==> src/rtl/ec_sign_code_inj_gen_pkg.sv <==
// Shared definitions for the sign-code injection generator:
// sign code values, FSM state encodings and the code-validity helper.
package ec_sign_code_inj_gen_pkg;

   localparam logic [1:0] SIGN_POS = 2'b00;
   localparam logic [1:0] SIGN_NEG = 2'b10;

   typedef enum logic [1:0] {
      ST_IDLE   = 2'b00,
      ST_INJECT = 2'b01,
      ST_DRAIN  = 2'b10,
      ST_DONE   = 2'b11
   } inj_state_e;

   // A code is legal only if it is one of the two defined sign values.
   function automatic logic sign_code_invalid(input logic [1:0] code);
      return (code != SIGN_POS) && (code != SIGN_NEG);
   endfunction

endpackage

==> src/rtl/ec_sign_pred_pipe.sv <==
// Delay line for the predicted malfunction flag. It matches the checker's
// edge-to-flag latency and carries a valid bit that fills after reset.
module ec_sign_pred_pipe
   import ec_sign_code_inj_gen_pkg::*;
#(
   parameter int DET_LAT = 1
) (
   input  logic clk,
   input  logic rst_n,
   input  logic pred_in,
   output logic pred_dly,
   output logic pred_vld
);

   logic [DET_LAT-1:0] pred_sr_r;
   logic [DET_LAT-1:0] vld_sr_r;

   // Shift the prediction and a constant-one valid marker by one stage per cycle.
   always_ff @(posedge clk or negedge rst_n) begin
      if (!rst_n) begin
         pred_sr_r <= {DET_LAT{1'b0}};
         vld_sr_r  <= {DET_LAT{1'b0}};
      end else begin
         pred_sr_r[0] <= pred_in;
         vld_sr_r[0]  <= 1'b1;
         for (int i = 1; i < DET_LAT; i++) begin
            pred_sr_r[i] <= pred_sr_r[i-1];
            vld_sr_r[i]  <= vld_sr_r[i-1];
         end
      end
   end

   assign pred_dly = pred_sr_r[DET_LAT-1];
   assign pred_vld = vld_sr_r[DET_LAT-1];

endmodule

==> src/rtl/ec_sign_code_inj_gen.sv <==
// Transmit side of the 2-bit sign-code interface. Encodes operand signs,
// optionally overrides them with a programmed code for a number of cycles,
// predicts the checker's malfunction flag and counts disagreements.
module ec_sign_code_inj_gen
   import ec_sign_code_inj_gen_pkg::*;
#(
   parameter int CNT_W   = 8,
   parameter int DET_LAT = 1
) (
   input  logic             clk,
   input  logic             rst_n,
   input  logic             sign_a_in,
   input  logic             sign_b_in,
   input  logic             inj_start,
   input  logic [1:0]       inj_target,
   input  logic [1:0]       inj_code,
   input  logic [CNT_W-1:0] inj_len,
   input  logic             malf_in,
   output logic [1:0]       sign_out_A,
   output logic [1:0]       sign_out_B,
   output logic             inj_busy,
   output logic             inj_done,
   output logic             chk_err,
   output logic [CNT_W-1:0] err_count
);

   localparam logic [2:0]       DRAIN_LOAD = 3'(DET_LAT);
   localparam logic [CNT_W-1:0] CNT_ONE    = CNT_W'(1);
   localparam logic [CNT_W-1:0] CNT_MAX    = {CNT_W{1'b1}};

   inj_state_e       state_r;
   logic [1:0]       tgt_r;
   logic [1:0]       code_r;
   logic [CNT_W-1:0] cnt_r;
   logic [2:0]       drain_cnt_r;

   logic [1:0]       nxt_a_s;
   logic [1:0]       nxt_b_s;
   logic             pred_s;
   logic             pred_dly_s;
   logic             pred_vld_s;

   // Choose the next lane codes: latched injection code on targeted lanes while injecting.
   always_comb begin
      nxt_a_s = SIGN_POS;
      nxt_b_s = SIGN_POS;
      if ((state_r == ST_INJECT) && tgt_r[0]) begin
         nxt_a_s = code_r;
      end else if (sign_a_in) begin
         nxt_a_s = SIGN_NEG;
      end else begin
         nxt_a_s = SIGN_POS;
      end
      if ((state_r == ST_INJECT) && tgt_r[1]) begin
         nxt_b_s = code_r;
      end else if (sign_b_in) begin
         nxt_b_s = SIGN_NEG;
      end else begin
         nxt_b_s = SIGN_POS;
      end
   end

   // The checker sees the registered codes, so predict from those.
   assign pred_s = sign_code_invalid(sign_out_A) | sign_code_invalid(sign_out_B);

   ec_sign_pred_pipe #(
      .DET_LAT (DET_LAT)
   ) u_pred_pipe (
      .clk      (clk),
      .rst_n    (rst_n),
      .pred_in  (pred_s),
      .pred_dly (pred_dly_s),
      .pred_vld (pred_vld_s)
   );

   // Register the lane codes driven to the checker.
   always_ff @(posedge clk or negedge rst_n) begin
      if (!rst_n) begin
         sign_out_A <= SIGN_POS;
         sign_out_B <= SIGN_POS;
      end else begin
         sign_out_A <= nxt_a_s;
         sign_out_B <= nxt_b_s;
      end
   end

   // Compare the returned flag with the aligned prediction and count mismatching cycles.
   always_ff @(posedge clk or negedge rst_n) begin
      if (!rst_n) begin
         chk_err   <= 1'b0;
         err_count <= {CNT_W{1'b0}};
      end else begin
         chk_err <= pred_vld_s & (malf_in ^ pred_dly_s);
         if (chk_err && (err_count != CNT_MAX)) begin
            err_count <= err_count + CNT_ONE;
         end else begin
            err_count <= err_count;
         end
      end
   end

   // Injection sequencer: IDLE -> INJECT (len cycles) -> DRAIN (DET_LAT cycles) -> DONE.
   always_ff @(posedge clk or negedge rst_n) begin
      if (!rst_n) begin
         state_r     <= ST_IDLE;
         tgt_r       <= 2'b00;
         code_r      <= 2'b00;
         cnt_r       <= {CNT_W{1'b0}};
         drain_cnt_r <= 3'd0;
         inj_busy    <= 1'b0;
         inj_done    <= 1'b0;
      end else begin
         inj_done <= 1'b0;
         case (state_r)
            ST_IDLE: begin
               if (inj_start) begin
                  tgt_r  <= inj_target;
                  code_r <= inj_code;
                  cnt_r  <= inj_len;
                  if (inj_len != {CNT_W{1'b0}}) begin
                     state_r  <= ST_INJECT;
                     inj_busy <= 1'b1;
                  end else begin
                     // Zero-length request completes without corrupting a cycle.
                     state_r  <= ST_DONE;
                     inj_done <= 1'b1;
                  end
               end else begin
                  state_r <= ST_IDLE;
               end
            end
            ST_INJECT: begin
               cnt_r <= cnt_r - CNT_ONE;
               if (cnt_r == CNT_ONE) begin
                  state_r     <= ST_DRAIN;
                  drain_cnt_r <= DRAIN_LOAD;
               end else begin
                  state_r <= ST_INJECT;
               end
            end
            ST_DRAIN: begin
               // Hold off completion until the last corrupted code has been judged.
               if (drain_cnt_r == 3'd1) begin
                  state_r  <= ST_DONE;
                  inj_busy <= 1'b0;
                  inj_done <= 1'b1;
               end else begin
                  drain_cnt_r <= drain_cnt_r - 3'd1;
               end
            end
            ST_DONE: begin
               state_r <= ST_IDLE;
            end
            default: begin
               state_r  <= ST_IDLE;
               inj_busy <= 1'b0;
            end
         endcase
      end
   end

endmodule
==> config.mk <==
export PLATFORM = sky130hd
export DESIGN_NAME = ec_sign_code_inj_gen
export DESIGN_NICKNAME = d
export VERILOG_FILES = /design/src/rtl/ec_sign_code_inj_gen_pkg.sv /design/src/rtl/ec_sign_pred_pipe.sv /design/src/rtl/ec_sign_code_inj_gen.sv
export SDC_FILE = /design/constraint.sdc
export NUM_CORES = 1
export LEC_CHECK = 0
export CAP_MARGIN = 25
export CELL_PAD_IN_SITES_DETAIL_PLACEMENT = 1
export CELL_PAD_IN_SITES_GLOBAL_PLACEMENT = 1
export CORE_UTILIZATION = 25
export DETAILED_ROUTE_END_ITERATION = 7
export HOLD_SLACK_MARGIN = 0.15
export PLACE_DENSITY = 0.56
export SYNTH_ARGS = -nofsm -noshare
export SYNTH_HDL_FRONTEND = slang
export SYNTH_SLANG_ARGS = --single-unit
==> constraint.sdc <==
create_clock -name clk -period 1.8 [get_ports clk]
set_input_delay 0.36 -clock clk [delete_from_list [all_inputs] [get_ports clk]]
set_output_delay 0.36 -clock clk [all_outputs]
set_load 0.01 [all_outputs]
==> out/metrics.yaml, run 1 <==
power:
  clkPwrFrac: 0.236
  pwr-share-seq: 0.352
  p_total_w: 0.00370
  switchingPower_w: 0.00130
  ir_drop_mv: 0.608
  internal_power_w: 0.00240
  p_per_area_nw_per_um2: 1530
  p_leak_nw: 1.06
  power_frac_comb: 0.412
  swShare: 0.350
clocking:
  htreeDepth: 2
  cts.hold.buffers_added: 0
  root_buffer: "clkbuf_8"
  path_clk_slew_ps: 80
  numCtsBuffers: 5
  clock_latency_ps: 290
  cts_tree: "yes"
  cts.sinks: 34
  cts_max_path_buffers: 2
critical_path:
  worstPathRequired_ps: 1980
  critical_path_class: "reg2reg"
  rr_startpoint: "cnt_r[1]"
  slowest_delay_ps: 400
  critical_path_arrival_ps: 1860
  critPathMaxFanout: 3
  reg2reg_to: "cnt_r[6]"
  endpoint_kind: "register"
  path_buf_inv: 1
  critPathLaunchType: "register"
  rrSetupSlack_ps: 120
  crit_chain: "inv_1 -> ha_2 -> or3b_4 -> o311a_1 -> a21oi_2 -> o21ai_1"
  cpMaxStageDelayCell: "dfrtp_1"
  reg2regPathDepth: 6
  crit_family: "compound AO/OA/AOI/OAI gates"
finish:
  most-common-layout-cells: "34 x dfrtp_1, 32 x clkdlybuf4s50_1, 15 x nor2_1"
  n_antenna_cell: 0
  layout_commonest_cell: "dfrtp_1"
  fin_area_um2: 2420
  fillers: 786
  layout.nets: 243
  areaGrowthSynthToFinish_pct: 38.7
  stdcell_count: 298
  drive_gt1_frac: 0.202
hold_path:
  worstHoldPathType: "reg2reg"
  hold_end: "chk_err"
  hold_depth: 1
  hp-start: "u_pred_pipe.pred_vld"
synth:
  synth_compound_area_frac: 0.152
  ys.flop_type: "dfrtp_1"
  muxShareOfSynthArea: 0.0509
  synth_xor_area_frac: 0.0401
  synth-edff-count: 0
  yosys.area_share.simple: 0.170
  synth_area_um2: 1750
  synth_adder_area_share: 0.0573
  ys_async_sr_fraction: 1.00
  synth.net_count: 195
  synth_top_area_share: 0.487
  synth_cell_types: 50
  ys_ff_latch: 34
  synth_top_family_by_area: "simple AND/OR/NAND/NOR gates"
  synth_area_leader_cell: "dfrtp_1"
  avgSynthCellArea_um2: 10.3
  yosys-top-cells-area: "dfrtp_1 49%, ha_1 5.7%, mux2_2 4.5%"
  synth_warnings: 0
  netlist_instances: 169
  ys_seq_area_frac: 0.487
run:
  drv_cap: 0
routing:
  routedWlPerCell_um: 13.6
  postRouteAntennaNets: 0
  routed_wl_mm: 4.04
  drtPass1Iterations: 4
  drt_iter0_drc: 64
  via_per_inst: 4.71
  vias: 1405
  drc_errors: 0
sta:
  rsz0062_at_grt: "no"
  finalClockSkew_ps: 8.42
  period_needed_ps: 1680
  finalHoldViolCount: 0
  setup_viol: 0
  report.final.slew_viol_count: 0
  max_freq_mhz: 595
  finalCritPeriodShare: 0.934
floorplan:
  rows: 30
  die_w_um: 85.6
  core_um2: 6760
  die_height_um: 85.6
  boundaryPins: 33
  start_util: 0.258
  die-area_um2: 7320
global_route:
  grt_overflow: 0
  grt_pass1_wl_mm: 7.11
  antenna_found_initial: 0
  grt_max_degree: 35
  grt_usage: 0.126
  grt_pass1_vias: 1458
outcome:
  outcome: "completed"
placement:
  hpwl_mm: 2.88
  dp_cells: 288
  post_dp_cell_area_um2: 2240
  portBuffers: 32
  place_congestion: 0.743
## power by group through the flow
| stage | clock network (W) | logic (W) | registers [W] |
|---|---|---|---|
| 2_1_floorplan | 0 | 0.000836 | 0.00130 |
| 3_3_place_gp | 0 | 0.00146 | 0.00131 |
| 3_5_place_dp | 0 | 0.00147 | 0.00132 |
| 4_1_cts | 0.000895 | 0.00148 | 0.00130 |
| 5_1_grt | 0.000923 | 0.00171 | 0.00136 |
| 6_report | 0.000872 | 0.00152 | 0.00130 |
## metrics by stage
step                      TNS [ps]  hold slack [ps]  utilization  setup slack [ps]
final                            0              455        0.358               119
after global placement        -104              434        0.332             -52.0
after global routing             0              473        0.358              8.88
after CTS                        0              462        0.352              40.0
after floorplan                  0             64.4            -               238
after detailed placement      -138              452        0.332             -68.4
## cell families (layout without fill, tap and decap cells)
family          Yosys count  in the layout
compound gates           38             38
fa+ha+maj                 8              8
mux                       8              8
flops                    34             34
buf+inv                  18             67
xor+xnor                  8              8
other cells               1              1
simple gates             54             54
## sequential cells by signal, summed over array words and instances, names as in the netlist, 2 cells and up
register	flops
cnt_r	8
code_r	2
drain_cnt_r	3
err_count	8
sign_out_A	2
sign_out_B	2
state_r	2
tgt_r	2
## what timing repair did
action	CTS	global route
setup endpoints to repair	0	6
resized for setup	0	8
buffers inserted	0	2
## Yosys cell counts (2+ instances only)
cell type / instances
a211oi_1: 2
a21oi_1: 9
a31oi_1: 3
a41oi_1: 3
and2_1: 2
and3_1: 4
buf_2: 2
clkbuf_1: 2
dfrtp_1: 34
ha_1: 8
inv_1: 13
mux2_2: 7
nand2_1: 8
nand3_1: 6
nand4_1: 2
nor2_1: 15
nor2b_1: 2
nor3b_1: 2
o21ai_0: 3
o21ai_1: 3
o22a_1: 4
xnor2_1: 2
xor2_1: 6
## final cells by class
cell class	instances	area (µm²)	area share
sequential	34	851	0.351
clock buffer	5	68.8	0.0284
clock inverter	3	68.8	0.0284
timing repair buffer	45	430	0.178
tap	80	100	0.0413
inverter	14	52.6	0.0217
multi-input combinational	117	850	0.351
## how the worst max path moves through the flow
stage / to / startpoint / depth (start not counted)
after floorplan: cnt_r[6] / cnt_r[0] / 6
after global placement: inj_busy / inj_len[4] / 5
after detailed placement: state_r[1] / inj_len[4] / 5
after CTS: state_r[1] / state_r[1] / 6
after global routing: cnt_r[6] / cnt_r[1] / 6
final: cnt_r[6] / cnt_r[1] / 6
## routing by layer
metal / vias up / GRT usage / part of all wire
met1: 680 / 0.167 / 0.49
met4: 0 / 0.0409 / 0.011
met5: - / 0 / 0
met2: 26 / 0.205 / 0.47
li1: 695 / - / -
met3: 4 / 0.0289 / 0.032
Power figures use the tool's default switching activity.
==> inputs of run 2 (changes only) <==
- CORE_MARGIN: default -> 2
- CTS_CLUSTER_SIZE: default -> 10
- clock period: 1.8 -> 2 ns (I/O delays scaled with it)
==> out/metrics.yaml, run 2 (synthesis results as in run 1) <==
critical_path:
  critPathMaxFanout: 6
  cpMaxStageDelayCell: "a32oi_1"
  rr_startpoint: "state_r[0]"
  rrSetupSlack_ps: 210
  crit_chain: "inv_1 -> ha_1 -> nor4b_1 -> a32oi_1 -> nor2_1 -> a211oi_1"
  endpoint_kind: "register"
  slowest_delay_ps: 460
  worstPathRequired_ps: 2190
  critical_path_arrival_ps: 1990
  reg2regPathDepth: 6
  crit_family: "compound AO/OA/AOI/OAI gates"
  path_buf_inv: 1
  critPathLaunchType: "register"
  critical_path_class: "reg2reg"
  reg2reg_to: "drain_cnt_r[0]"
clocking:
  cts.hold.buffers_added: 0
  htreeDepth: 2
  cts.sinks: 34
  path_clk_slew_ps: 80
  root_buffer: "clkbuf_8"
  cts_max_path_buffers: 2
  cts_tree: "yes"
  cts_setup_buffers: 0
  clock_latency_ps: 290
  numCtsBuffers: 5
  cts-resized-gates: 0
finish:
  n_antenna_cell: 0
  top_regs: "cnt_r (8), err_count (8), drain_cnt_r (3)"
  layout_commonest_cell: "dfrtp_1"
  areaGrowthSynthToFinish_pct: 31.8
  most-common-layout-cells: "34 x dfrtp_1, 32 x clkdlybuf4s50_1, 15 x nor2_1"
  stdcell_count: 291
  layout.nets: 236
  drive_gt1_frac: 0.142
floorplan:
  die_w_um: 87.6
  rows: 30
  die_height_um: 87.6
  core_um2: 6760
  start_util: 0.258
  boundaryPins: 33
  die-area_um2: 7670
global_route:
  grt_overflow: 0
  grt_pass1_vias: 1435
  grt_max_degree: 35
  grt_pass1_wl_mm: 6.99
  antenna_found_initial: 0
  grt_usage: 0.119
sta:
  tightest_slew_ps: 532
  max_freq_mhz: 558
  fin_ws_ps: 207
  finalHoldViolCount: 0
  finalClockSkew_ps: 5.48
  slew_headroom: 0.645
  rsz0062_at_grt: "no"
  period_needed_ps: 1790
  finalCritPeriodShare: 0.897
  setup_tns_ps: 0
  report.final.slew_viol_count: 0
  setup_viol: 0
placement:
  dp_cells: 283
  place_congestion: 0.734
  pre_cts_ws_ps: 93.6
  portBuffers: 32
  hpwl_mm: 2.97
hold_path:
  hold_depth: 1
  hp-start: "u_pred_pipe.pred_vld"
  hold_end: "chk_err"
  worstHoldPathType: "reg2reg"
routing:
  postRouteAntennaNets: 0
  via_per_inst: 4.69
  drc_errors: 0
  routed_wl_mm: 4.05
  drtPass1Iterations: 4
  routedWlPerCell_um: 13.9
  vias: 1366
  drt_iter0_drc: 32
power:
  ir_drop_mv: 0.438
  p_per_area_nw_per_um2: 1310
  p_leak_nw: 1.00
run:
  drv_cap: 0
outcome:
  outcome: "completed"
## run 2: changes by cell type in the layout (fill, tap and decap cells not counted), moves of 2 or more
cell,previous run,this run
buf_4,12,5
bufinv_16,2,0
ha_1,5,8
ha_2,3,0
## run 2: metal layers
layer,vias to the layer above,wire (µm),global-route usage
li1,681,-,-
met4,0,49,0.0378
met1,654,1960,0.161
met5,-,0,0
met3,5,136,0.0292
met2,26,1910,0.188
## run 2: how the worst max path moves through the flow
stage	startpoint	to	slack (ps)	cells past startpoint
floorplan	cnt_r[0]	cnt_r[6]	440	6
global placement	inj_len[4]	state_r[1]	110	5
detailed placement	inj_len[4]	state_r[1]	90	5
CTS	state_r[1]	drain_cnt_r[0]	180	6
global route	state_r[1]	drain_cnt_r[0]	4	6
finish	state_r[0]	drain_cnt_r[0]	210	6
## run 2: power breakdown
| group | switching (W) | total (W) | internal, W | leakage, nW |
|---|---|---|---|---|
| registers | 0.000229 | 0.00116 | 0.000932 | 0.413 |
| clock network | 0.000269 | 0.000546 | 0.000277 | 0.0472 |
| logic | 0.000625 | 0.00131 | 0.000680 | 0.543 |
## run 2: final cells by class
class	instances	area, µm²
multi-input combinational	117	825
tap	80	100
sequential	34	851
inverter	14	52.6
fill	768	4460
clock buffer	6	82.6
clock inverter	2	12.5
timing repair buffer	38	378
## run 2: metrics by stage
stage               cell area, µm²   util  total power (W)  hold slack, ps
floorplan                     1750      -          0.00192             104
global placement              2210  0.326          0.00248             436
detailed placement            2210  0.326          0.00250             449
CTS                           2300  0.341          0.00306             466
global route                  2300  0.341          0.00328             476
finish                        2300  0.341          0.00301             461
## run 2: worst register-to-register path, cell delays in order, from the launching register on
cell	delay [ps]
dfrtp_1	370
inv_1	70
ha_1	310
nor4b_1	150
a32oi_1	460
nor2_1	120
a211oi_1	210
